$ cat src/rtl/rotate_reader.sv
// Frame-buffer reader for a portrait image window on a 1344x806 raster.
// Generates raster-order read addresses, double-buffer swap control and a latency-aligned pixel stream.
module rotate_reader #(
  parameter int X_OFFSET     = 392,
  parameter int Y_OFFSET     = 224,
  parameter int IMG_W        = 240,
  parameter int IMG_H        = 320,
  parameter int READ_LATENCY = 2
) (
  input  logic        clk_in,
  input  logic        rst_in,
  input  logic [10:0] hcount_in,
  input  logic [9:0]  vcount_in,
  input  logic [15:0] pixel_in,
  input  logic        swap_req_in,
  output logic [16:0] pixel_addr_out,
  output logic        buffer_sel_out,
  output logic        swap_ack_out,
  output logic [10:0] hcount_out,
  output logic [9:0]  vcount_out,
  output logic [15:0] pixel_out,
  output logic        in_window_out
);

  localparam int          DEPTH    = READ_LATENCY + 2;
  localparam logic [16:0] ADDR_MAX = 17'(IMG_W * IMG_H - 1);
  localparam logic [11:0] X_LO     = 12'(X_OFFSET);
  localparam logic [11:0] X_HI     = 12'(X_OFFSET + IMG_W);
  localparam logic [10:0] Y_LO     = 11'(Y_OFFSET);
  localparam logic [10:0] Y_HI     = 11'(Y_OFFSET + IMG_H);

  typedef enum logic [1:0] {
    WAIT_SYNC = 2'd0,
    ACTIVE    = 2'd1,
    SWAP_PEND = 2'd2
  } state_t;

  state_t      state_r;
  state_t      state_nxt_s;
  logic        frame_start_s;
  logic        in_range_s;
  logic        win_s;
  logic        do_swap_s;
  logic [16:0] addr_cnt_r;
  logic [16:0] cur_addr_s;
  logic        buf_sel_r;
  logic        swap_ack_r;
  logic [10:0] h_pipe_r [DEPTH];
  logic [9:0]  v_pipe_r [DEPTH];
  logic [DEPTH-1:0] win_pipe_r;
  logic [15:0] pixel_r;

  assign frame_start_s = (hcount_in == 11'd0) && (vcount_in == 10'd0);
  assign in_range_s    = ({1'b0, hcount_in} >= X_LO) && ({1'b0, hcount_in} < X_HI) &&
                         ({1'b0, vcount_in} >= Y_LO) && ({1'b0, vcount_in} < Y_HI);
  // The frame-start cycle itself already belongs to the synchronised frame.
  assign win_s         = in_range_s && ((state_r != WAIT_SYNC) || frame_start_s);
  assign cur_addr_s    = frame_start_s ? 17'd0 : addr_cnt_r;

  // State register
  always_ff @(posedge clk_in) begin
    if (!rst_in) begin
      state_r <= WAIT_SYNC;
    end else begin
      state_r <= state_nxt_s;
    end
  end

  // Next-state logic
  always_comb begin
    state_nxt_s = state_r;
    case (state_r)
      WAIT_SYNC: begin
        if (frame_start_s) state_nxt_s = ACTIVE;
        else               state_nxt_s = WAIT_SYNC;
      end
      ACTIVE: begin
        if (swap_req_in && !frame_start_s) state_nxt_s = SWAP_PEND;
        else                               state_nxt_s = ACTIVE;
      end
      SWAP_PEND: begin
        if (frame_start_s) state_nxt_s = ACTIVE;
        else               state_nxt_s = SWAP_PEND;
      end
      default: state_nxt_s = WAIT_SYNC;
    endcase
  end

  // Output decode: a swap fires only on a frame-start cycle
  always_comb begin
    do_swap_s = 1'b0;
    case (state_r)
      ACTIVE:    do_swap_s = frame_start_s && swap_req_in;
      SWAP_PEND: do_swap_s = frame_start_s;
      default:   do_swap_s = 1'b0;
    endcase
  end

  // Buffer select toggle and acknowledge pulse
  always_ff @(posedge clk_in) begin
    if (!rst_in) begin
      buf_sel_r  <= 1'b0;
      swap_ack_r <= 1'b0;
    end else begin
      swap_ack_r <= do_swap_s;
      if (do_swap_s) buf_sel_r <= ~buf_sel_r;
      else           buf_sel_r <= buf_sel_r;
    end
  end

  // Raster address counter, saturating at the last image pixel
  always_ff @(posedge clk_in) begin
    if (!rst_in) begin
      addr_cnt_r     <= 17'd0;
      pixel_addr_out <= 17'd0;
    end else if (win_s) begin
      pixel_addr_out <= cur_addr_s;
      addr_cnt_r     <= (cur_addr_s == ADDR_MAX) ? ADDR_MAX : cur_addr_s + 17'd1;
    end else begin
      addr_cnt_r     <= cur_addr_s;
    end
  end

  // Delay line aligning counts and window flag with the returned read data
  always_ff @(posedge clk_in) begin
    if (!rst_in) begin
      for (int i = 0; i < DEPTH; i++) begin
        h_pipe_r[i] <= 11'd0;
        v_pipe_r[i] <= 10'd0;
      end
      win_pipe_r <= {DEPTH{1'b0}};
      pixel_r    <= 16'h0000;
    end else begin
      h_pipe_r[0] <= hcount_in;
      v_pipe_r[0] <= vcount_in;
      for (int i = 1; i < DEPTH; i++) begin
        h_pipe_r[i] <= h_pipe_r[i-1];
        v_pipe_r[i] <= v_pipe_r[i-1];
      end
      win_pipe_r <= {win_pipe_r[DEPTH-2:0], win_s};
      pixel_r    <= win_pipe_r[DEPTH-2] ? pixel_in : 16'h0000;
    end
  end

  assign buffer_sel_out = buf_sel_r;
  assign swap_ack_out   = swap_ack_r;
  assign hcount_out     = h_pipe_r[DEPTH-1];
  assign vcount_out     = v_pipe_r[DEPTH-1];
  assign in_window_out  = win_pipe_r[DEPTH-1];
  assign pixel_out      = pixel_r;

endmodule

$ cat config.mk
export PLATFORM = sky130hd
export DESIGN_NAME = rotate_reader
export DESIGN_NICKNAME = d
export VERILOG_FILES = /design/src/rtl/rotate_reader.sv
export SDC_FILE = /design/constraint.sdc
export NUM_CORES = 1
export LEC_CHECK = 0
export CAP_MARGIN = 20
export CORE_ASPECT_RATIO = 1.2
export CORE_MARGIN = 5
export CORE_UTILIZATION = 46
export CTS_CLUSTER_DIAMETER = 60
export DETAILED_ROUTE_END_ITERATION = 8
export PLACE_DENSITY = 0.75
export SLEW_MARGIN = 10
export SYNTH_ARGS = -nofsm -noshare
export SYNTH_HDL_FRONTEND = slang
export SYNTH_SLANG_ARGS = --single-unit
$ cat constraint.sdc
create_clock -name clk_in -period 3.2 [get_ports clk_in]
set_input_delay 0.32 -clock clk_in [delete_from_list [all_inputs] [get_ports clk_in]]
set_output_delay 0.32 -clock clk_in [all_outputs]
set_load 0.1 [all_outputs]
==> After elaboration in Yosys (flattened, before gate mapping) <==
Memory sizes are Yosys's and may differ from the RTL's.
Cells that the tools add are included.
{ "totals": {"register_bits": 58, "ramBits": 84, "out_inout_bits": 57, "n_memories": 2} }
{ "classes": {"n_addsub": 1, "order_cmp": 4, "eq_ne": 3, "n_mux": 18, "bitwise": 9, "n_reduce_logical": 14} }
{ "mem_list": {"columns": ["memory", "depth", "word_bits", "rd", "rd_clocked_by_memory_dff", "wr", "line_no", "rtl"], "rows": [
  ["h_pipe_r", 4, 11, 4, 0, 4, "48", "logic [10:0] h_pipe_r [DEPTH];"],
  ["v_pipe_r", 4, 10, 4, 0, 4, "49", "logic [9:0] v_pipe_r [DEPTH];"]
]} }
{ "ops": {"columns": ["operator", "n"], "rows": [
  ["17-bit 2-to-1 mux", 3],
  ["11-bit 2-to-1 mux", 4],
  ["10-bit 2-to-1 mux", 4],
  ["17-bit by 1-bit adder with 17-bit output (second input constant)", 1],
  ["17-bit == test (second input constant)", 1],
  ["11-bit by 9-bit >= comparator with 1-bit output (second input constant)", 1],
  ["11-bit logical NOT", 1],
  ["11-bit by 10-bit less-than comparator with 1-bit output (second input constant)", 1],
  ["10-bit by 8-bit >= comparator with 1-bit output (second input constant)", 1],
  ["10-bit logical NOT", 1],
  ["10-bit less-than comparator (second input constant)", 1],
  ["1-bit OR", 8],
  ["1-bit logical AND", 7],
  ["2-bit one-hot mux with 3 select lines", 1],
  ["2-bit 2-to-1 mux", 2],
  ["1-bit 2-to-1 mux", 3],
  ["2-bit by 1-bit == test with 1-bit output (second input constant)", 1],
  ["2-bit == test (second input constant)", 1],
  ["2-bit logical NOT", 1],
  ["1-bit one-hot mux with 2 select lines", 1],
  ["2-bit AND reduction", 1],
  ["2-bit nonzero test", 1],
  ["1-bit logical NOT", 1],
  ["1-bit logical OR", 1],
  ["1-bit NOT", 1]
]} }

==> Longest topological paths before layout <==
{ "logic_depth": {"ltp_word": 6, "depth_mapped": 12, "ltp_nobuf": 10} }

==> Least setup slack after synthesis <==
OpenSTA, ideal clock, no wires.
{ "synth_path": {"kind": "input port to flip-flop", "startpoint": "input port vcount_in[5]", "endpoint": "register addr_cnt_r[10]", "setup_ns": 0.075, "arrival_time_ns": 2.933, "path_slack_ns": 0.192, "stages": 12, "cell_sequence": "nor4_1 > nand4_1 > or2_1 > clkbuf_1 > clkbuf_1 > and2_1 > ha_1 > nand4_1 > nor4_1 > nand2_1 > or4b_1 > o22ai_1"} }
{ "synth_between": {"elab_chain_cells": 6} }
{ "synth_lines": {"columns": ["element", "line_no", "rtl"], "rows": [
  ["from (decl)", "13", "input logic [9:0] vcount_in,"],
  ["10-bit logical NOT (*)", "53", "assign frame_start_s = (hcount_in == 11'd0) && (vcount_in == 10'd0);"],
  ["1-bit logical AND (*)", "53", null],
  ["17-bit 2-to-1 mux (*)", "58", "assign cur_addr_s = frame_start_s ? 17'd0 : addr_cnt_r;"],
  ["net cur_addr_s[1]", "45", "logic [16:0] cur_addr_s;"],
  ["17-bit by 1-bit adder with 17-bit output or 17-bit == test (tied branches)", "118", "addr_cnt_r <= (cur_addr_s == ADDR_MAX) ? ADDR_MAX : cur_addr_s + 17'd1;"],
  ["17-bit 2-to-1 mux (*)", "118", null],
  ["17-bit 2-to-1 mux (*)", "116", "end else if (win_s) begin"],
  ["to (signal assigned)", "118", null],
  ["to (signal assigned)", "120", "addr_cnt_r <= cur_addr_s;"],
  ["to (decl)", "44", "logic [16:0] addr_cnt_r;"]
]} }
Mark *: on every way through the listed nets, which the timed path passes. The rest lies on a longest branch.
A chain may end at the register's enable or synchronous reset.

==> Worst setup path in the final report <==
{ "layout_path": {"startpoint": "input port vcount_in[7]", "endpoint": "register addr_cnt_r[12]"} }
Same word-level chain as after synthesis.

==> results_dict.tcl <==
set metrics [dict create \
    drt-initial-drc-count 182 \
    vias 3550 \
    grt_util_all_layers_pct 16.6 \
    path_class "in -> reg" \
    p_int_uw 2890 \
    cts_tree "built" \
    worst_path_most_repeated_cell "and4_1" \
    drc_errors 0 \
    synth.net_count 516 \
    setup_tns_ns 0 \
    combPwrFrac_pct 4.2 \
    grt_pass1_vias 3381 \
    leakagePower_uw 0.00239 \
    hold_path_depth 1 \
    drv_cap 0 \
    startpoint "vcount_in[7]" \
    ys_seq_area_share_pct 59.1 \
    powerDensity_nw_per_um2 583 \
    p_sw_share_pct 21.9 \
    start_util_pct 46.4 \
    avgSynthCellArea_um2 10.2 \
    detail_route.wl_per_cell_um 14.2 \
    async_flop_share_pct 0 \
    antenna_found_initial 0 \
    hold_violations 0 \
    synth_edf_count 0 \
    critPathMaxFanout 5 \
    cpLargestDelayFamily "simple AND/OR/NAND/NOR gates" \
    crit_path_start_kind "input port" \
    finalWorstSetupSlack_ns 0.517 \
    worst_slew_pin_slew_ns 1.00 \
    worstPathRequired_ns 3.50 \
    fin_nets 602 \
    timing.rr.start "addr_cnt_r[0]" \
    dieArea_um2 12600 \
    hp-start "v_pipe_r[2][9]" \
    cp_num_cells 11 \
    routed_via_density 5.08 \
    p_clk_share_pct 46.8 \
    gr-total-overflow 0 \
    fin_crit_ns 2.68 \
    fin_crit_sh_pct 83.8 \
    clock_skew_ns 0.00486 \
    slowest_delay_ns 0.45 \
    synth_flop_cell "dfxtp_1" \
    fmax_mhz 373 \
    worstPathCellList "clkdlybuf4s50_1, nor4_1, nand4_1, or2_1, and2_1, ha_1, and4_1, nand2_1, nor2_1, and4_1, o31a_1" \
    postLayoutCellArea_um2 6340 \
    status "complete, no violations" \
    critical_path.endpoint_type "flop" \
    die_w_um 103 \
    port_buffers 96 \
    cts-root-buf "clkbuf_16" \
    peakVddDrop_uv 339 \
    timing.hold.ws_ns 0.425 \
    min_path_type "reg -> reg" \
    fp-row-count 41 \
    drtPass1Iterations 4 \
    cts_hold_buf 0 \
    clock_latency_ns 0.41 \
    cts_buffers 17 \
    dp_hpwl_mm 6.73 \
    core-area_um2 10400 \
    routabilityCongestion 0.872 \
    cts_max_level 4 \
    postRouteAntennaNets 0 \
    grt_pass1_wl_mm 16.0 \
    drt_wl_total_mm 9.93 \
    p_sw_uw 809 \
    clockBufferDepth 2 \
    cp.arrival_ns 2.98 \
    slowest_stage "clkdlybuf4s50_1" \
    syn_inst 471 \
    postLayoutCoreUtil_pct 61.2 \
    ys_ff_latch 142 \
    ys_warn_count 0 \
    power_frac_seq_pct 49.0 \
    synth_area_um2 4810 \
    antenna_cells 0 \
    clock-sinks 142 \
    slew_headroom_pct 33.1 \
    crit_buf_inv 1 \
    rsz0062_at_grt "no" \
    final_layout_size_suffix_gt1_share_pct 7.89 \
    postCtsSetupRepairBufs 0 \
    place_ws_ns 0.107 \
    die_height_um 122 \
    ios 97 \
    rr_worst_depth 8 \
    ys_types 48 \
    finalSetupViolCount 0 \
    area_delta_synth_final_pct 31.8 \
    cts_resized 0 \
    placed_cell_area_um2 5810 \
    grt_max_degree 77 \
    cts.reportedPaths.clkPinSlew_ns 0.06 \
    drv_slew 0 \
]
==> cell type report <==
| type | count | area, µm² |
|---|---|---|
| Sequential cell | 142 | 2840 |
| Clock buffer | 20 | 447 |
| Inverter | 6 | 22.5 |
| Multi-Input combinational cell | 283 | 1740 |
| Tap cell | 129 | 161 |
| Clock inverter | 12 | 87.6 |
| Fill cell | 852 | 4020 |
| Timing Repair Buffer | 107 | 1040 |
==> cell families after synthesis <==
family | after synthesis | synth area share, %
compound gates | 68 | 9.23
flops | 142 | 59.1
xor+xnor | 3 | 0.546
simple gates | 207 | 25.1
buf+inv | 46 | 4.71
fa+ha+maj | 5 | 1.30
==> routing by layer <==
layer / share of wire, % / up-vias / GRT usage [%] / wire length, µm
li1: - / 1790 / - / -
met1: 40 / 1621 / 19.1 / 4000
met2: 51 / 118 / 27.8 / 5110
met3: 6.2 / 21 / 5.38 / 615
met4: 2.1 / 0 / 7.13 / 206
met5: 0 / - / 0 / 0
==> stage by stage <==
stage | power [µW] | instances
final | 3690 | 699
after global routing | 3830 | 699
after CTS | 3730 | 699
after detailed placement | 2000 | 667
after global placement | 2000 | 667
after floorplan | 1930 | 471
==> worst reg2reg max path, cell delays in order, from the launching register on <==
cell      delay (ns)
dfxtp_1         0.39
and2_1          0.18
ha_1            0.24
nand4_1         0.16
nor4_1          0.37
nand2_1         0.11
buf_4           0.19
and3_1          0.18
a311oi_1        0.29
==> power groups by stage <==
stage / logic, µW / registers, µW / clock network (µW)
after floorplan: 68.7 / 1860 / 0
after CTS: 155 / 1810 / 1760
after detailed placement: 154 / 1850 / 0
after global placement: 151 / 1850 / 0
after global routing: 165 / 1810 / 1850
final: 153 / 1810 / 1730
==> cells in the final DEF, fill, tap and decap left out, drive strengths merged, types with 2 or more instances in the layout <==
cell type / count
dfxtp: 142
clkdlybuf4s50: 95
and2: 88
a21oi: 29
nand2: 28
nand3: 24
clkbuf: 20
and3: 19
buf: 12
nor2: 10
nand4: 8
inv: 8
o21ai: 8
nor4: 6
nor3: 5
ha: 5
clkinvlp: 5
or4: 5
clkinv: 5
and4: 4
o31ai: 4
a2111oi: 4
o21a: 3
nand4bb: 3
xnor2: 3
o22ai: 2
nor3b: 2
o2111ai: 2
o31a: 2
o211a: 2
a311oi: 2
o41ai: 2
==> synthesized netlist by cell type, drive strengths merged, types with 6 or more instances <==
cell type / instances / share of area [%]
a21oi: 29 / 3.0
and2: 88 / 11
and3: 19 / 2.5
buf: 17 / 2.4
clkbuf: 23 / 1.8
dfxtp: 142 / 59
inv: 6 / 0.47
nand2: 28 / 2.2
nand3: 24 / 2.5
nand4: 8 / 1.0
nor2: 10 / 0.78
nor4: 6 / 0.78
o21ai: 8 / 0.83
==> path summary, 6_finish.rpt <==
path / endpoint / slack (ns)
hold / removal: v_pipe_r[3][9] / 0.43
setup / recovery: addr_cnt_r[12] / 0.52
setup reg to reg: addr_cnt_r[2] / 0.98
hold reg to reg: v_pipe_r[3][9] / 0.43
==> state kept, by name, summed over array words and instances, names as in the netlist <==
name	count
h_pipe_r	44
v_pipe_r	40
addr_cnt_r	17
pixel_addr_out	17
pixel_out	16
win_pipe_r	4
state_r	2
buffer_sel_out	1
swap_ack_out	1
Power figures use the tool's default switching activity.
